## src/rtl/peecc_uart_pkg.sv

```systemverilog
`default_nettype none
// ============================================================================
// Module      : peecc_uart_pkg
// Description : Shared definitions for the statistics UART transmitter:
//               sequencer state encoding, default packet sync byte and the
//               baud divisor helper.
// Revision    : 1.0 - initial release
// ============================================================================
package peecc_uart_pkg;

    // Packet sequencer states. LOAD has no encoding of its own: the byte
    // selection happens in the same cycle the sequencer enters START.
    typedef enum logic [2:0] {
        ST_IDLE  = 3'd0,
        ST_START = 3'd1,
        ST_DATA  = 3'd2,
        ST_STOP  = 3'd3,
        ST_DONE  = 3'd4
    } tx_state_e;

    localparam logic [7:0] c_sync_byte_default = 8'hA5;

    // Clock cycles per UART bit (integer divide; callers need a result >= 2).
    function automatic int clks_per_bit(input int freq_hz, input int baud);
        return freq_hz / baud;
    endfunction

endpackage
`default_nettype wire

```

## src/rtl/uart_tx_byte.sv

```systemverilog
`default_nettype none
// ============================================================================
// Module      : uart_tx_byte
// Description : 8N1 byte serializer with its own baud counter. A load pulse
//               starts a frame on the next cycle; a new load on the last
//               cycle of the stop bit chains the next frame with no gap.
// Ports       : clk, rst       - system clock, synchronous active-high reset
//               load, data_in  - start a frame carrying data_in
//               serial         - UART line (idles high), straight from a flop
//               bit_tick       - last cycle of the current bit
//               byte_done      - last cycle of the stop bit
// Revision    : 1.0 - initial release
// ============================================================================
module uart_tx_byte #(
    parameter int CLKS_PER_BIT = 4
) (
    input  logic       clk,
    input  logic       rst,
    input  logic       load,
    input  logic [7:0] data_in,
    output logic       serial,
    output logic       bit_tick,
    output logic       byte_done
);

    localparam int                 c_cnt_w     = (CLKS_PER_BIT > 1) ? $clog2(CLKS_PER_BIT) : 1;
    localparam logic [c_cnt_w-1:0] c_baud_last = c_cnt_w'(CLKS_PER_BIT - 1);
    localparam logic [c_cnt_w-1:0] c_baud_one  = c_cnt_w'(1);
    localparam logic [3:0]         c_last_bit  = 4'd9;

    logic [c_cnt_w-1:0] r_baud_cnt_q, w_baud_cnt_d;
    logic [3:0]         r_bit_cnt_q,  w_bit_cnt_d;
    logic [9:0]         r_shift_q,    w_shift_d;
    logic               r_active_q,   w_active_d;

    assign bit_tick  = r_active_q && (r_baud_cnt_q == c_baud_last);
    assign byte_done = bit_tick && (r_bit_cnt_q == c_last_bit);
    assign serial    = r_shift_q[0];

    // The frame {stop, data, start} shifts out LSB first; ones fill in from
    // the top so the line rests high once the stop bit has gone out.
    always_comb begin
        w_baud_cnt_d = r_baud_cnt_q;
        w_bit_cnt_d  = r_bit_cnt_q;
        w_shift_d    = r_shift_q;
        w_active_d   = r_active_q;
        if (load) begin
            w_shift_d    = {1'b1, data_in, 1'b0};
            w_baud_cnt_d = '0;
            w_bit_cnt_d  = '0;
            w_active_d   = 1'b1;
        end else if (r_active_q) begin
            if (bit_tick) begin
                w_baud_cnt_d = '0;
                w_shift_d    = {1'b1, r_shift_q[9:1]};
                if (r_bit_cnt_q == c_last_bit) begin
                    w_active_d  = 1'b0;
                    w_bit_cnt_d = '0;
                end else begin
                    w_bit_cnt_d = r_bit_cnt_q + 4'd1;
                end
            end else begin
                w_baud_cnt_d = r_baud_cnt_q + c_baud_one;
            end
        end
    end

    always_ff @(posedge clk) begin
        if (rst) begin
            r_baud_cnt_q <= '0;
            r_bit_cnt_q  <= '0;
            r_shift_q    <= '1;
            r_active_q   <= 1'b0;
        end else begin
            r_baud_cnt_q <= w_baud_cnt_d;
            r_bit_cnt_q  <= w_bit_cnt_d;
            r_shift_q    <= w_shift_d;
            r_active_q   <= w_active_d;
        end
    end

endmodule
`default_nettype wire

```

## src/rtl/uart_stats_tx.sv

```systemverilog
`default_nettype none
// ============================================================================
// Module      : uart_stats_tx
// Description : Packet sequencer for the statistics UART responder. On
//               start_tx it snapshots stage_id/stats_in and sends
//               SYNC, {5'b0,stage}, payload (word 0 first, MSB byte first),
//               XOR checksum of the payload, then pulses txFinish.
// Ports       : clk, rst   - system clock, synchronous active-high reset
//               start_tx   - packet request (ignored unless idle)
//               stage_id   - stage tag sent in byte 1
//               stats_in   - NUM_WORDS x WORD_W statistics vector
//               tx_serial  - UART line, idles high
//               tx_busy    - packet in flight
//               txFinish   - one-cycle completion pulse
//               overrun    - sticky: request seen while busy
// Revision    : 1.0 - initial release
// ============================================================================
module uart_stats_tx
    import peecc_uart_pkg::*;
#(
    parameter int         CLK_FREQ_HZ = 50_000_000,
    parameter int         BAUD        = 115_200,
    parameter int         NUM_WORDS   = 4,
    parameter int         WORD_W      = 32,
    parameter logic [7:0] SYNC_BYTE   = c_sync_byte_default
) (
    input  logic                        clk,
    input  logic                        rst,
    input  logic                        start_tx,
    input  logic [2:0]                  stage_id,
    input  logic [NUM_WORDS*WORD_W-1:0] stats_in,
    output logic                        tx_serial,
    output logic                        tx_busy,
    output logic                        txFinish,
    output logic                        overrun
);

    localparam int c_clks_per_bit   = clks_per_bit(CLK_FREQ_HZ, BAUD);
    localparam int c_bytes_per_word = WORD_W / 8;
    localparam int c_payload_bytes  = NUM_WORDS * c_bytes_per_word;
    localparam int c_num_bytes      = c_payload_bytes + 3;
    localparam int c_idx_w          = $clog2(c_num_bytes);

    localparam logic [c_idx_w-1:0] c_last_idx = c_idx_w'(c_num_bytes - 1);
    localparam logic [c_idx_w-1:0] c_idx_one  = c_idx_w'(1);

    tx_state_e                   r_state_q,    w_state_d;
    logic [2:0]                  r_bit_idx_q,  w_bit_idx_d;
    logic [c_idx_w-1:0]          r_byte_idx_q, w_byte_idx_d;
    logic [NUM_WORDS*WORD_W-1:0] r_stats_q,    w_stats_d;
    logic [2:0]                  r_stage_q,    w_stage_d;
    logic [7:0]                  r_csum_q,     w_csum_d;
    logic                        r_busy_q,     w_busy_d;
    logic                        r_finish_q,   w_finish_d;
    logic                        r_overrun_q,  w_overrun_d;

    logic               w_load;
    logic [7:0]         w_load_byte;
    logic [c_idx_w-1:0] w_next_idx;
    logic [7:0]         w_next_byte;
    logic               w_next_is_payload;
    logic               w_serial;
    logic               w_bit_tick;
    logic               w_byte_done;

    uart_tx_byte #(
        .CLKS_PER_BIT (c_clks_per_bit)
    ) u_tx_byte (
        .clk       (clk),
        .rst       (rst),
        .load      (w_load),
        .data_in   (w_load_byte),
        .serial    (w_serial),
        .bit_tick  (w_bit_tick),
        .byte_done (w_byte_done)
    );

    // Byte that follows the one currently on the line. Byte 0 (SYNC) is a
    // constant and is loaded directly at accept, so it never appears here.
    assign w_next_idx = r_byte_idx_q + c_idx_one;

    always_comb begin
        w_next_byte       = 8'h00;
        w_next_is_payload = 1'b0;
        if (w_next_idx == c_idx_one) begin
            w_next_byte = {5'b0, r_stage_q};
        end else if (w_next_idx == c_last_idx) begin
            w_next_byte = r_csum_q;
        end
        for (int k = 0; k < c_payload_bytes; k++) begin
            if (w_next_idx == c_idx_w'(k + 2)) begin
                w_next_byte = r_stats_q[(k / c_bytes_per_word) * WORD_W + WORD_W - 8
                                        - 8 * (k % c_bytes_per_word) +: 8];
                w_next_is_payload = 1'b1;
            end
        end
    end

    always_comb begin
        w_state_d    = r_state_q;
        w_bit_idx_d  = r_bit_idx_q;
        w_byte_idx_d = r_byte_idx_q;
        w_stats_d    = r_stats_q;
        w_stage_d    = r_stage_q;
        w_csum_d     = r_csum_q;
        w_busy_d     = r_busy_q;
        w_finish_d   = 1'b0;
        // The DONE cycle has busy low, so a request there is simply dropped.
        w_overrun_d  = r_overrun_q | (start_tx & r_busy_q);
        w_load       = 1'b0;
        w_load_byte  = SYNC_BYTE;

        case (r_state_q)
            ST_IDLE: begin
                if (start_tx) begin
                    w_stats_d    = stats_in;
                    w_stage_d    = stage_id;
                    w_byte_idx_d = '0;
                    w_bit_idx_d  = '0;
                    w_csum_d     = '0;
                    w_load       = 1'b1;
                    w_load_byte  = SYNC_BYTE;
                    w_busy_d     = 1'b1;
                    w_state_d    = ST_START;
                end
            end
            ST_START: begin
                if (w_bit_tick) begin
                    w_bit_idx_d = '0;
                    w_state_d   = ST_DATA;
                end
            end
            ST_DATA: begin
                if (w_bit_tick) begin
                    if (r_bit_idx_q == 3'd7) begin
                        w_state_d = ST_STOP;
                    end else begin
                        w_bit_idx_d = r_bit_idx_q + 3'd1;
                    end
                end
            end
            ST_STOP: begin
                if (w_byte_done) begin
                    if (r_byte_idx_q < c_last_idx) begin
                        // Chain the next byte on the same edge so frames abut.
                        w_byte_idx_d = w_next_idx;
                        w_load       = 1'b1;
                        w_load_byte  = w_next_byte;
                        if (w_next_is_payload) begin
                            w_csum_d = r_csum_q ^ w_next_byte;
                        end
                        w_state_d    = ST_START;
                    end else begin
                        w_busy_d   = 1'b0;
                        w_finish_d = 1'b1;
                        w_state_d  = ST_DONE;
                    end
                end
            end
            ST_DONE: begin
                w_state_d = ST_IDLE;
            end
            default: begin
                w_state_d = ST_IDLE;
            end
        endcase
    end

    always_ff @(posedge clk) begin
        if (rst) begin
            r_state_q    <= ST_IDLE;
            r_bit_idx_q  <= '0;
            r_byte_idx_q <= '0;
            r_stats_q    <= '0;
            r_stage_q    <= '0;
            r_csum_q     <= '0;
            r_busy_q     <= 1'b0;
            r_finish_q   <= 1'b0;
            r_overrun_q  <= 1'b0;
        end else begin
            r_state_q    <= w_state_d;
            r_bit_idx_q  <= w_bit_idx_d;
            r_byte_idx_q <= w_byte_idx_d;
            r_stats_q    <= w_stats_d;
            r_stage_q    <= w_stage_d;
            r_csum_q     <= w_csum_d;
            r_busy_q     <= w_busy_d;
            r_finish_q   <= w_finish_d;
            r_overrun_q  <= w_overrun_d;
        end
    end

    assign tx_serial = w_serial;
    assign tx_busy   = r_busy_q;
    assign txFinish  = r_finish_q;
    assign overrun   = r_overrun_q;

endmodule
`default_nettype wire

```

## config.mk

```make
export PLATFORM = sky130hd
export DESIGN_NAME = uart_stats_tx
export DESIGN_NICKNAME = d
export VERILOG_FILES = /design/src/rtl/peecc_uart_pkg.sv /design/src/rtl/uart_tx_byte.sv /design/src/rtl/uart_stats_tx.sv
export SDC_FILE = /design/constraint.sdc
export NUM_CORES = 1
export LEC_CHECK = 0
export CAP_MARGIN = 15
export CELL_PAD_IN_SITES_DETAIL_PLACEMENT = 0
export CELL_PAD_IN_SITES_GLOBAL_PLACEMENT = 1
export CORE_MARGIN = 2
export CORE_UTILIZATION = 39
export CTS_CLUSTER_DIAMETER = 200
export DETAILED_ROUTE_END_ITERATION = 8
export PLACE_DENSITY_LB_ADDON = 0.1
export SLEW_MARGIN = 15
export SYNTH_ARGS = -nofsm -noshare
export SYNTH_HDL_FRONTEND = slang
export SYNTH_SLANG_ARGS = --single-unit
```

## constraint.sdc

```tcl
create_clock -name clk -period 2.97 [get_ports clk]
set_clock_uncertainty 0.2 [all_clocks]
set_input_delay 0.4455 -clock clk [delete_from_list [all_inputs] [get_ports clk]]
set_output_delay 0.4455 -clock clk [all_outputs]
set_load 0.05 [all_outputs]
```

==> flow_summary.json, run 1 <==
{
  "power_density_mw_per_mm2": 480.4,
  "synth_seq_cells": 176,
  "synth_fp_nets": 1331,
  "grt_max_degree": 164,
  "routedWlPerCell_um": 18.68,
  "grt_pass1_wl_um": 47200,
  "final_cell_mix": "331 x nand2_1, 180 x a21oi_1, 174 x dfxtp_1",
  "drtPass1Iterations": 6,
  "antenna_found_initial": 0,
  "clock_latency_ps": 440,
  "io_pins": 138,
  "whs_path_depth": 2,
  "status": "finished, final reports clean",
  "fp.coreArea_mm2": 0.02196,
  "gp_congestion": 0.9816,
  "reg2reg_to": "r_csum_q[5]$_SDFFE_PP0P_",
  "cts.sinks": 176,
  "cp_max_fo": 8,
  "async_reset_ff_share_pct": 0,
  "post_drt_via_cell_ratio": 5.506,
  "root_buffer": "clkbuf_16",
  "drive_above_1_share_pct": 11.17,
  "die-area_mm2": 0.02373,
  "grt_pass1_vias": 8453,
  "drtIter0Drc": 741,
  "arrival_ps": 3080,
  "synth-main-ff-cell": "dfxtp_1",
  "fin_util_pct": 52.46,
  "reg2regPathDepth": 10,
  "clockBufferDepth": 2,
  "cts_tree": "yes",
  "syn_area_per_cell_um2": 7.390,
  "die_h_um": 154.0,
  "dp_cells": 1587,
  "critPathKind": "register to register",
  "final_common_cell": "nand2_1",
  "crit_required_ps": 3140,
  "timing.rr.start": "r_byte_idx_q[0]$_SDFFE_PP0P_",
  "p_leak_nw": 4.268,
  "post-route-period-util_pct": 98.06,
  "portBuffers": 137,
  "regArea_mm2": 0.003526,
  "nNetsFinal": 1474,
  "yosysWarnings": 0,
  "hold-path-endpoint": "u_tx_byte.r_shift_q[2]$_SDFFE_PP1P_",
  "ant_nets": 0,
  "syn-cell-area_mm2": 0.008780,
  "hold_viol": 0,
  "overflow": 0,
  "power_mw": 5.534,
  "drc_errors": 0,
  "synthCells": 1188,
  "cp-end-kind": "register",
  "max-slew-margin-rel_pct": 44.70,
  "worst_ir_drop_vdd_mv": 0.2813,
  "die_x_um": 154.0,
  "fmax_ghz": 0.3434,
  "multi_input_area_mm2": 0.004990,
  "cts-buffers-inserted": 17,
  "antenna_cells": 0,
  "clk_pin_slew_ps": 70,
  "maxSlewViolCount": 0,
  "worstSetupStartpointType": "register",
  "vias": 8937,
  "critPathLaunch": "r_byte_idx_q[0]$_SDFFE_PP0P_",
  "hp-class": "input pin to register",
  "synth_cell_type_count": 80,
  "htree_levels": 4,
  "syn2layout_area_growth_pct": 31.20,
  "drv_cap": 0,
  "start_util_pct": 39.98,
  "grt.total_usage_pct": 25.61,
  "period_minus_slack_ps": 2912,
  "ys_seq_area_share_pct": 40.13,
  "dpl.hpwl_um": 22090,
  "synth_edf_count": 0,
  "worstMarginPinSlew_ps": 829.5,
  "setup_violations": 0,
  "routed_wl_um": 30320,
  "worstHoldStart": "rst",
  "stdcell_count": 1623,
  "rrSetupSlack_ps": 60,
  "nFillCells": 2191,
  "std_cell_rows": 54
}
## synthesized netlist by cell type (all sizes together), types with 4 or more instances
library cell / number / area [um^2]
a32oi: 4 / 35.03
o32ai: 4 / 42.55
a2bb2oi: 7 / 61.31
o31ai: 4 / 30.03
o211ai: 10 / 75.07
nand3: 31 / 160.1
clkbuf: 62 / 232.7
xnor2: 4 / 53.81
buf: 21 / 115.1
a22oi: 7 / 57.55
nand2: 335 / 1262
xor2: 7 / 61.31
nand2b: 11 / 68.82
ha: 9 / 112.6
a211oi: 14 / 120.1
a221oi: 6 / 52.55
nor2: 62 / 235.2
o22ai: 17 / 106.4
a211o: 4 / 35.03
inv: 15 / 56.30
dfxtp: 176 / 3523
and2: 7 / 46.30
a21oi: 186 / 945.9
or3: 13 / 81.33
a31oi: 10 / 62.56
nand4: 7 / 43.79
nor4: 8 / 50.05
mux2i: 12 / 120.1
o21bai: 4 / 30.03
a21o: 12 / 97.59
nor3: 24 / 120.1
o21ai: 35 / 175.2
o22a: 4 / 35.03
and3: 6 / 37.54
nor2b: 6 / 45.04
## cell type report
cell class | count | share of cell area (%)
multi-input cells | 913 | 43.32
flip-flops and latches | 176 | 30.61
repair buffers | 207 | 17.31
clock buffers | 17 | 3.693
well taps | 280 | 3.042
clock inverters | 14 | 1.499
inverters | 16 | 0.5214
## power breakdown
group	internal [mW]	switching (mW)
sequential	2.49	0.102
clock	1.20	1.09
combinational	0.311	0.333
## stage by stage
step / instance area (um^2) / worst slack [ps] / TNS [ps] / hold WS [ps]
floorplan: 8780 / 253.6 / 0 / 231.3
global placement: 10740 / -49.89 / -109.3 / 243.4
detailed placement: 10740 / -89.62 / -284.3 / 246.1
CTS: 11380 / 3.094 / 0 / 48.25
global route: 11520 / -16.92 / -27.64 / 59.47
finish: 11520 / 57.62 / 0 / 56.75
## flip-flops by register name, indices dropped and copies added (netlist names)
signal,count
overrun,1
r_bit_idx_q,3
r_byte_idx_q,5
r_csum_q,8
r_stage_q,3
r_state_q,3
r_stats_q,128
txFinish,1
tx_busy,1
u_tx_byte.r_active_q,1
u_tx_byte.r_baud_cnt_q,9
u_tx_byte.r_bit_cnt_q,4
u_tx_byte.r_shift_q,9
## cells by family after synthesis
family	synth area share [%]
fa+ha+maj	1.283
mux	1.496
xor+xnor	1.311
simple gates	25.48
flops	40.13
buf+inv	4.646
compound gates	25.65
## worst max path at each step
stage                                          endpoint  cells after the start
floorplan                      r_csum_q[2]$_SDFFE_PP0P_                     10
global placement    u_tx_byte.r_shift_q[5]$_SDFFE_PP1P_                     12
detailed placement  u_tx_byte.r_shift_q[5]$_SDFFE_PP1P_                     12
CTS                            r_csum_q[7]$_SDFFE_PP0P_                     12
global route                   r_csum_q[5]$_SDFFE_PP0P_                     10
finish                         r_csum_q[5]$_SDFFE_PP0P_                     10
## worst max-delay path: stages, from the launching register on
cell	delay, ps
dfxtp_2	350
ha_2	200
buf_4	160
and3_1	190
a32o_2	290
or2_4	280
a32oi_2	200
o22ai_2	150
o221a_1	300
or3_1	370
a21oi_2	140
## timing repair
action	4_1_cts	5_1_grt
endpoints found under the setup margin	9	15
gates resized for setup	8	24
setup buffers	0	5
hold endpoints to repair	0	0
pin swaps	0	5
hold buffers	0	0
## metal layers
layer	global-route usage (%)	up-vias	wire length (um)
met3	5.073	46	1944
met4	8.189	0	768
li1	-	4455	-
met5	0	-	0
met2	39.36	306	13150
met1	36.10	4130	14460
Power figures use the tool's default switching activity.
==> run 2, diff against run 1 <==
--- a/config.mk
+++ b/config.mk
@@ -9,7 +9,8 @@
 export CELL_PAD_IN_SITES_DETAIL_PLACEMENT = 0
 export CELL_PAD_IN_SITES_GLOBAL_PLACEMENT = 1
 export CORE_MARGIN = 2
-export CORE_UTILIZATION = 39
+export CORE_UTILIZATION = 40
+export CTS_BUF_LIST = sky130_fd_sc_hd__clkbuf_4 sky130_fd_sc_hd__clkbuf_8
 export CTS_CLUSTER_DIAMETER = 200
 export DETAILED_ROUTE_END_ITERATION = 8
 export PLACE_DENSITY_LB_ADDON = 0.1
==> run 2 against run 1 <==
Fmax up 0.98%. Utilization rose by 0.46 points. Sequential share of layout area grew 0.18 points. Final area shrank 0.36%. Clock power is 26% lower. Non-clock buffer count up 18. Flip-flop and latch count did not move. Clock-buffer cell count up 1. Register-to-register slack gained 30 ps. Global-route usage up 1.2 points. Setup slack better by 28 ps. Die area decreased by 2.4%. Largest cell class unchanged. Largest power group unchanged.
==> flow_summary.json, run 2 (synthesized netlist as in run 1, its figures left out) <==
{
  "status": "finished, final reports clean",
  "cp-end-kind": "register",
  "cp_slowest_cell": "dfxtp_4",
  "critPathKind": "register to register",
  "comb_power_share_pct": 13.1,
  "power_density_mw_per_mm2": 430.3,
  "grt_pass1_vias": 8656,
  "final_common_cell": "nand2_1",
  "crit_required_ps": 3130,
  "rrSetupSlack_ps": 90,
  "reg.largest.list": "r_stats_q: 128 flops, u_tx_byte.r_baud_cnt_q: 9 flops, u_tx_byte.r_shift_q: 9 flops",
  "grt_max_degree": 153,
  "nFillCells": 2162,
  "worstSetupStartpointType": "register",
  "largest_reg_flops": 128,
  "clk_pin_slew_ps": 110,
  "htree_levels": 4,
  "switching_share_pct": 30.15,
  "std_cell_rows": 54,
  "start_util_pct": 40.48,
  "antenna_found_initial": 0,
  "reg2reg_to": "u_tx_byte.r_shift_q[5]$_SDFFE_PP1P_",
  "hold-path-endpoint": "r_stats_q[54]$_SDFFE_PP0P_",
  "gp_congestion": 0.9836,
  "regArea_mm2": 0.003533,
  "cp_max_fo": 8,
  "period_minus_slack_ps": 2884,
  "cts.sinks": 176,
  "timing.rr.start": "r_byte_idx_q[0]$_SDFFE_PP0P_",
  "root_buffer": "clkbuf_8",
  "die_h_um": 152.2,
  "cpMostUsedCell": "buf_4",
  "io_pins": 138,
  "worst_ir_drop_vdd_mv": 0.3188,
  "routedWlPerCell_um": 19.08,
  "overflow": 0,
  "portBuffers": 137,
  "whs_ps": 104.1,
  "worstHoldStart": "rst",
  "clockBufferDepth": 2,
  "path_cells": "ha_2 > buf_6 > and2_4 > a21oi_4 > buf_12 > o22a_2 > nor2_1 > buf_4 > a221oi_1 > buf_4 > a21oi_1 > a211o_1",
  "whs_path_depth": 2,
  "clock_latency_ps": 480,
  "top_register": "r_stats_q",
  "fp.coreArea_mm2": 0.02169,
  "cts_tree": "yes",
  "antenna_cells": 0,
  "ant_nets": 0,
  "die-area_mm2": 0.02315,
  "power_mw": 4.939,
  "intPower_mw": 3.449,
  "hp-class": "input pin to register",
  "hold_viol": 0,
  "grt_pass1_wl_um": 49180,
  "worstMarginPinSlew_ps": 796.1,
  "power_frac_seq_pct": 52.5,
  "cts-buffers-inserted": 17,
  "setup_violations": 0,
  "reg2regPathDepth": 12,
  "drc_errors": 0,
  "clkPwrFrac_pct": 34.4,
  "stdcell_count": 1642,
  "drtPass1Iterations": 6,
  "arrival_ps": 3040,
  "drv_cap": 0,
  "dpl.hpwl_um": 22960,
  "maxSlewViolCount": 0,
  "routed_wl_um": 31330,
  "vias": 9126,
  "grt.total_usage_pct": 26.76,
  "max_stage_delay_ps": 380,
  "place_area_mm2": 0.01082,
  "syn2layout_area_growth_pct": 30.73,
  "hold_buffers": 0,
  "nNetsFinal": 1492,
  "max-slew-margin-rel_pct": 46.92,
  "final_cell_area_mm2": 0.01148,
  "fmax_ghz": 0.3467,
  "drive_above_1_share_pct": 12.63,
  "post-route-period-util_pct": 97.10,
  "multi_input_area_mm2": 0.005019,
  "p_sw_mw": 1.489,
  "final_cell_mix": "333 x nand2_1, 181 x a21oi_1, 172 x dfxtp_1",
  "dp_cells": 1602,
  "drtIter0Drc": 879,
  "die_x_um": 152.2,
  "p_leak_nw": 4.269,
  "post_drt_via_cell_ratio": 5.558
}
[run 2: worst max-delay path by stage]
stage	startpoint	end	slack (ps)	cells past startpoint
6_report	r_byte_idx_q[0]$_SDFFE_PP0P_	u_tx_byte.r_shift_q[5]$_SDFFE_PP1P_	90	12
5_1_grt	r_byte_idx_q[0]$_SDFFE_PP0P_	r_csum_q[6]$_SDFFE_PP0P_	-20	13
4_1_cts	r_byte_idx_q[0]$_SDFFE_PP0P_	r_csum_q[6]$_SDFFE_PP0P_	4	10
3_5_place_dp	r_byte_idx_q[1]$_SDFFE_PP0P_	r_csum_q[3]$_SDFFE_PP0P_	-330	10
3_3_place_gp	r_byte_idx_q[1]$_SDFFE_PP0P_	r_csum_q[3]$_SDFFE_PP0P_	-220	10
2_1_floorplan	r_byte_idx_q[0]$_SDFFE_PP0P_	r_csum_q[2]$_SDFFE_PP0P_	250	10
[run 2: layout make-up]
class                           instances  area share, %
Timing Repair Buffer                  225          18.40
Tap cell                              280          3.052
Clock buffer                           18          2.104
Multi-Input combinational cell        913          43.73
Sequential cell                       176          30.79
Clock inverter                         14          1.406
Inverter                               16         0.5233
[run 2: power groups by stage]
stage	combinational, mW	sequential, mW	clock [mW]
6_report	0.648	2.59	1.70
5_1_grt	0.719	2.61	1.84
4_1_cts	0.652	2.59	1.74
3_5_place_dp	0.649	2.65	0
3_3_place_gp	0.644	2.65	0
2_1_floorplan	0.340	2.61	0
[run 2: per-layer routing]
layer	share of wire (%)	vias up	GRT usage, %	routed length [um]
li1	-	4480	-	-
met1	48	4285	38.12	15020
met2	44	314	41.31	13820
met3	5.8	47	5.205	1811
met4	2.2	0	7.699	674
met5	0	-	0	0
[run 2: worst max-delay path: cells and delay by family, from the launching register on]
family | cells | cell delay (ps)
AO/OA/AOI/OAI | 5 | 1110
buffers and inverters | 4 | 630
flip-flops | 1 | 380
AND/OR/NAND/NOR | 2 | 250
adder cells (fa/ha/maj) | 1 | 200
[run 2: what timing repair did]
action	in CTS	in global routing
gates resized for setup	12	28
setup buffers	0	8
setup endpoints to repair	15	13
pin swaps	0	10
[run 2: stage by stage]
| stage | worst slack [ps] | utilization (%) | setup TNS [ps] |
|---|---|---|---|
| after global routing | -15.99 | 52.92 | -32.22 |
| after global placement | -220.8 | 49.91 | -1633 |
| after CTS | 4.112 | 52.04 | 0 |
| after floorplan | 253.6 | - | 0 |
| after detailed placement | -326.9 | 49.91 | -2618 |
| final | 86.01 | 52.92 | 0 |
==> run 3, diff against run 2 <==
--- a/config.mk
+++ b/config.mk
@@ -8,7 +8,7 @@
 export CAP_MARGIN = 15
 export CELL_PAD_IN_SITES_DETAIL_PLACEMENT = 0
 export CELL_PAD_IN_SITES_GLOBAL_PLACEMENT = 1
-export CORE_MARGIN = 2
+export CORE_MARGIN = 3
 export CORE_UTILIZATION = 40
 export CTS_BUF_LIST = sky130_fd_sc_hd__clkbuf_4 sky130_fd_sc_hd__clkbuf_8
 export CTS_CLUSTER_DIAMETER = 200
==> constraint.sdc (replaced) <==
create_clock -name clk -period 2.97 [get_ports clk]
set_clock_uncertainty 0.2 [all_clocks]
set_input_delay 0.891 -clock clk [delete_from_list [all_inputs] [get_ports clk]]
set_output_delay 0.891 -clock clk [all_outputs]
set_load 0.05 [all_outputs]
==> run 3 against run 2 <==
Non-clock buffer count grew 35. Critical path depth grew 1. Sequential share of layout area shrank 0.62 points. Global-route usage shrank 1.5 points. Critical path type unchanged. Largest power group unchanged. Highest routed layer unchanged.
==> flow_summary.json, run 3 (synthesized netlist as in run 1, its figures left out) <==
{
  "fp.coreArea_mm2": 0.02129,
  "htree_levels": 4,
  "timing.rr.start": "r_byte_idx_q[0]$_SDFFE_PP0P_",
  "dp_cells": 1638,
  "dpl.hpwl_um": 23090,
  "path_cells": "ha_4 > buf_6 > nand3_2 > buf_6 > xnor2_4 > buf_4 > and2_1 > a32o_1 > o32ai_2 > buf_4 > a21o_1 > a21oi_2 > a211o_1",
  "final_common_cell": "nand2_1",
  "multi_input_area_mm2": 0.004981,
  "worstMarginPinSlew_ps": 650.5,
  "routedWlPerCell_um": 18.25,
  "drc_errors": 0,
  "fin_ws_ps": 79.62,
  "status": "finished, final reports clean",
  "reg.largest.list": "r_stats_q: 128 flops, u_tx_byte.r_baud_cnt_q: 9 flops, u_tx_byte.r_shift_q: 9 flops",
  "p_leak_nw": 4.438,
  "hp-class": "register to register",
  "maxSlewViolCount": 0,
  "regArea_mm2": 0.003531,
  "overflow": 0,
  "worstSetupStartpointType": "register",
  "critPathKind": "register to register",
  "whs_path_depth": 2,
  "ant_nets": 0,
  "final_cell_area_mm2": 0.01170,
  "reg2reg_to": "u_tx_byte.r_shift_q[5]$_SDFFE_PP1P_",
  "drv_cap": 0,
  "crit_required_ps": 3150,
  "die-area_mm2": 0.02376,
  "syn2layout_area_growth_pct": 33.30,
  "io_pins": 138,
  "cp-end-kind": "register",
  "power_mw": 4.920,
  "clockBufferDepth": 2,
  "rrSetupSlack_ps": 80,
  "worst_ir_drop_vdd_mv": 0.2084,
  "setup_violations": 0,
  "grt_pass1_wl_um": 47930,
  "stdcell_count": 1672,
  "max_stage_delay_ps": 400,
  "whs_ps": 262.1,
  "drtIter0Drc": 706,
  "nFillCells": 2082,
  "max-slew-margin-rel_pct": 56.64,
  "start_util_pct": 41.24,
  "cts_tree": "yes",
  "fmax_ghz": 0.3460,
  "grt.total_usage_pct": 25.29,
  "hold_viol": 0,
  "drive_above_1_share_pct": 14.46,
  "power_density_mw_per_mm2": 420.4,
  "drtPass1Iterations": 5,
  "grt_max_degree": 92,
  "dp_slack_ps": -67.12,
  "worstHoldStart": "r_stats_q[87]$_SDFFE_PP0P_",
  "antenna_cells": 0,
  "clock_latency_ps": 490,
  "nNetsFinal": 1527,
  "die_x_um": 154.2,
  "vias": 9159,
  "clk_pin_slew_ps": 100,
  "std_cell_rows": 53,
  "arrival_ps": 3070,
  "antenna_found_initial": 0,
  "cp_max_fo": 6,
  "reg2regPathDepth": 13,
  "top_register": "r_stats_q",
  "cts.sinks": 176,
  "gp_congestion": 0.9502,
  "largest_reg_flops": 128,
  "period_minus_slack_ps": 2890,
  "cts-buffers-inserted": 17,
  "cp_slowest_cell": "dfxtp_4",
  "root_buffer": "clkbuf_8",
  "post-route-period-util_pct": 97.32,
  "portBuffers": 137,
  "routed_wl_um": 30510,
  "post_drt_via_cell_ratio": 5.478,
  "final_cell_mix": "333 x nand2_1, 179 x a21oi_1, 172 x dfxtp_1",
  "hold-path-endpoint": "r_stats_q[87]$_SDFFE_PP0P_",
  "grt_pass1_vias": 8674,
  "place_area_mm2": 0.01115,
  "die_h_um": 154.2
}
[run 3: cell types whose count changed in the layout (fill, tap and decap cells not counted), sizes merged]
cell | before | now
buf | 89 | 124
[run 3: critical path, delay by kind of cell, from the launching register on]
kind,cells,cell delay [ps]
AO/OA/AOI/OAI,5,1050
buffers and inverters,4,610
flip-flops,1,400
AND/OR/NAND/NOR,2,240
adder cells (fa/ha/maj),1,150
XOR/XNOR,1,140
[run 3: worst max-delay path by stage]
stage | start | to | slack [ps] | cells past startpoint
after floorplan | r_byte_idx_q[0]$_SDFFE_PP0P_ | r_csum_q[2]$_SDFFE_PP0P_ | 250 | 10
after global placement | r_byte_idx_q[0]$_SDFFE_PP0P_ | u_tx_byte.r_shift_q[4]$_SDFFE_PP1P_ | -8 | 13
after detailed placement | r_byte_idx_q[0]$_SDFFE_PP0P_ | r_csum_q[5]$_SDFFE_PP0P_ | -70 | 12
after CTS | r_byte_idx_q[0]$_SDFFE_PP0P_ | u_tx_byte.r_shift_q[5]$_SDFFE_PP1P_ | 20 | 13
after global routing | r_byte_idx_q[0]$_SDFFE_PP0P_ | u_tx_byte.r_shift_q[5]$_SDFFE_PP1P_ | -10 | 13
final | r_byte_idx_q[0]$_SDFFE_PP0P_ | u_tx_byte.r_shift_q[5]$_SDFFE_PP1P_ | 80 | 13
[run 3: metrics by stage]
stage | TNS, ps | util (%)
2_1_floorplan | 0 | -
3_3_place_gp | -10.62 | 52.38
3_5_place_dp | -116.1 | 52.38
4_1_cts | 0 | 54.31
5_1_grt | -15.89 | 54.98
6_report | 0 | 54.98
[run 3: what timing repair did]
| action | CTS | global route |
|---|---|---|
| gates cloned | 0 | 1 |
| setup endpoints to repair | 4 | 15 |
| pin swaps | 0 | 3 |
| buffers inserted | 0 | 1 |
| resized for setup | 2 | 30 |
| hold buffers | 0 | 0 |
[run 3: routing by layer]
metal  GRT usage [%]  vias to the layer above  part of all wire (%)
met2           38.85                      308                    45
li1                -                     4560                     -
met5               0                        -                     0
met1           36.76                     4245                    48
met4           8.074                        0                   2.4
met3           3.434                       46                   5.1
[run 3: cell type report]
class                      count  share of cell area, %
clock inverter                14                  1.379
timing repair buffer         260                  20.38
tap                          275                  2.940
multi-input combinational    913                  42.56
inverter                      16                 0.5132
sequential                   176                  30.17
clock buffer                  18                  2.063
[run 3: power breakdown]
group	internal, mW	switching, mW	leakage (nW)
Clock	0.648	1.02	0.201
Combinational	0.324	0.337	2.79
Sequential	2.49	0.0996	1.44
==> RTL edit, RTL diff (settings of run 2) <==
Change the parameter `NUM_WORDS` from 4 to 16.
--- a/src/rtl/uart_stats_tx.sv
+++ b/src/rtl/uart_stats_tx.sv
@@ -22,3 +22,3 @@
     parameter int         BAUD        = 115_200,
-    parameter int         NUM_WORDS   = 4,
+    parameter int         NUM_WORDS   = 16,
     parameter int         WORD_W      = 32,
Ports: changed (resized stats_in); port bits go from 138 to 522. The function was not compared with the original's and may differ.
==> RTL edit against run 2 <==
- the run now ends with negative setup slack left
- synthesized area grew to 3.1 times the old value
- largest cell class unchanged
- cell area grew to 3.7 times the old value
- routed wire length grew to 4.6 times the old value
- via count grew to 3.6 times the old value
- first-iteration DRC count grew to 4.1 times the old value
- fmax shrank 26%
- worst setup slack lost 1000 ps
- total power grew to 4.0 times the old value
- sequential cell count grew 386
==> RTL edit: results (changes against run 2) <==
Status
  – Status: finished with violations
  – Failing checks: negative setup slack

GRT
  – GRT Total Usage: 0.392 (+0.124)
  – Vias in the first global route: 31,500 (+260%)
  – Largest net degree at the start of global routing: 217 (+42%)
  – First-pass GRT wire length: 206,000 um (+320%)

Pwr
  – Leak: 16.6 nW (+290%)
  – Worst IR Drop VDD: 0.000381 V (+20%)
  – Power per cell area: 461 nW/um2 (+7.1%)

Setup path
  – Critical path data arrival time: 4300 ps (+1260 ps)
  – Crit path capture: r_csum_q[4]
  – CP max stage cell: a2111o_1

Clocking
  – Clock insertion delay at the later pin of the skew report: 720 ps (+240 ps)
  – H-Tree Depth: 3 (-1)
  – Post-CTS setup buffer count: 77 (+77)
  – Reg clk slew, reported paths: 60 ps (-50 ps)
  – Post_cts resized: 278 (+266)
  – Num CTS Buffers: 91 (+74)
  – Cts hold-fix bufs: 1 (+1)
  – CTS max path bufs: 3 (+1)

Timing
  – Rel. slew slack: 0.243 (-0.226)
  – Hold Worst Slack: 72.0 ps (-32.1 ps)
  – Setup violation total in the final timing report: 16 (+16)
  – Setup WS post-layout: -920 ps (-1010 ps)
  – Setup_tns: -12,060 ps (-12,060 ps)

Final layout
  – Fraction of layout cells with a size suffix above 1: 0.239 (+0.113)
  – Nets: 5,280 (+250%)

Yosys
  – Top cells by area, synth: dfxtp_1, nand2_1, a21oi_1, clkbuf_1, nor2_1
  – Share of the yosys chip area belonging to registers: 0.410 (+0.00831)
  – Post-synth top cells: nand2_1, a21oi_1, dfxtp_1, clkbuf_1, nor2_1
  – Syn_area_per_cell: 7.30 um2 (-1.2%)
  – Post-synthesis xor/xnor area fraction: 0.00383 (-0.00928)
  – Multiplexer area fraction after synthesis: 0.00260 (-0.0124)
  – Compound-Gate Fraction of Synth Area: 0.285 (+0.0282)
  – Syn nets: 4,287 (+220%)
  – Synth unique cells: 112 (+40%)

Placement
  – Post-DP Area: 37,700 um2 (+250%)

Detailed routing
  – Met3 Routed Length: 13,300 um (+630%)
  – WL met1: 60,000 um (+300%)

Worst hold path
  – Hold Path Origin: stats_in[482]
  – Hold-critical path endpoint: r_stats_q[482]
  – Hold path depth: 3 (+1)
-- RTL edit: changes by cell type in the layout (fill, tap and decap cells not counted), moves of 75 or more --
cell             delta
nand2_1           +835
buf_4             +469
clkbuf_8           +97
a21oi_1           +464
dfxtp_1           +386
nor2_1             +75
clkdlybuf4s50_1   +384
-- RTL edit: cell type report --
class / count / area (um2) / share of cell area
multi-input cells: 2860 / 16500 / 0.390
repair buffers: 1218 / 11600 / 0.273
flip-flops and latches: 562 / 11300 / 0.265
clock buffers: 140 / 1760 / 0.0416
well taps: 882 / 1100 / 0.0260
clock inverters: 16 / 123 / 0.00289
inverters: 20 / 82.6 / 0.00195
diodes: 1 / 2.50 / 0.0000590
-- RTL edit: routing by layer --
| layer | vias to the layer above | GRT usage |
|---|---|---|
| met5 | - | 0.00139 |
| met4 | 0 | 0.169 |
| met3 | 396 | 0.0795 |
| met2 | 1762 | 0.615 |
| met1 | 15800 | 0.522 |
| li1 | 15200 | - |
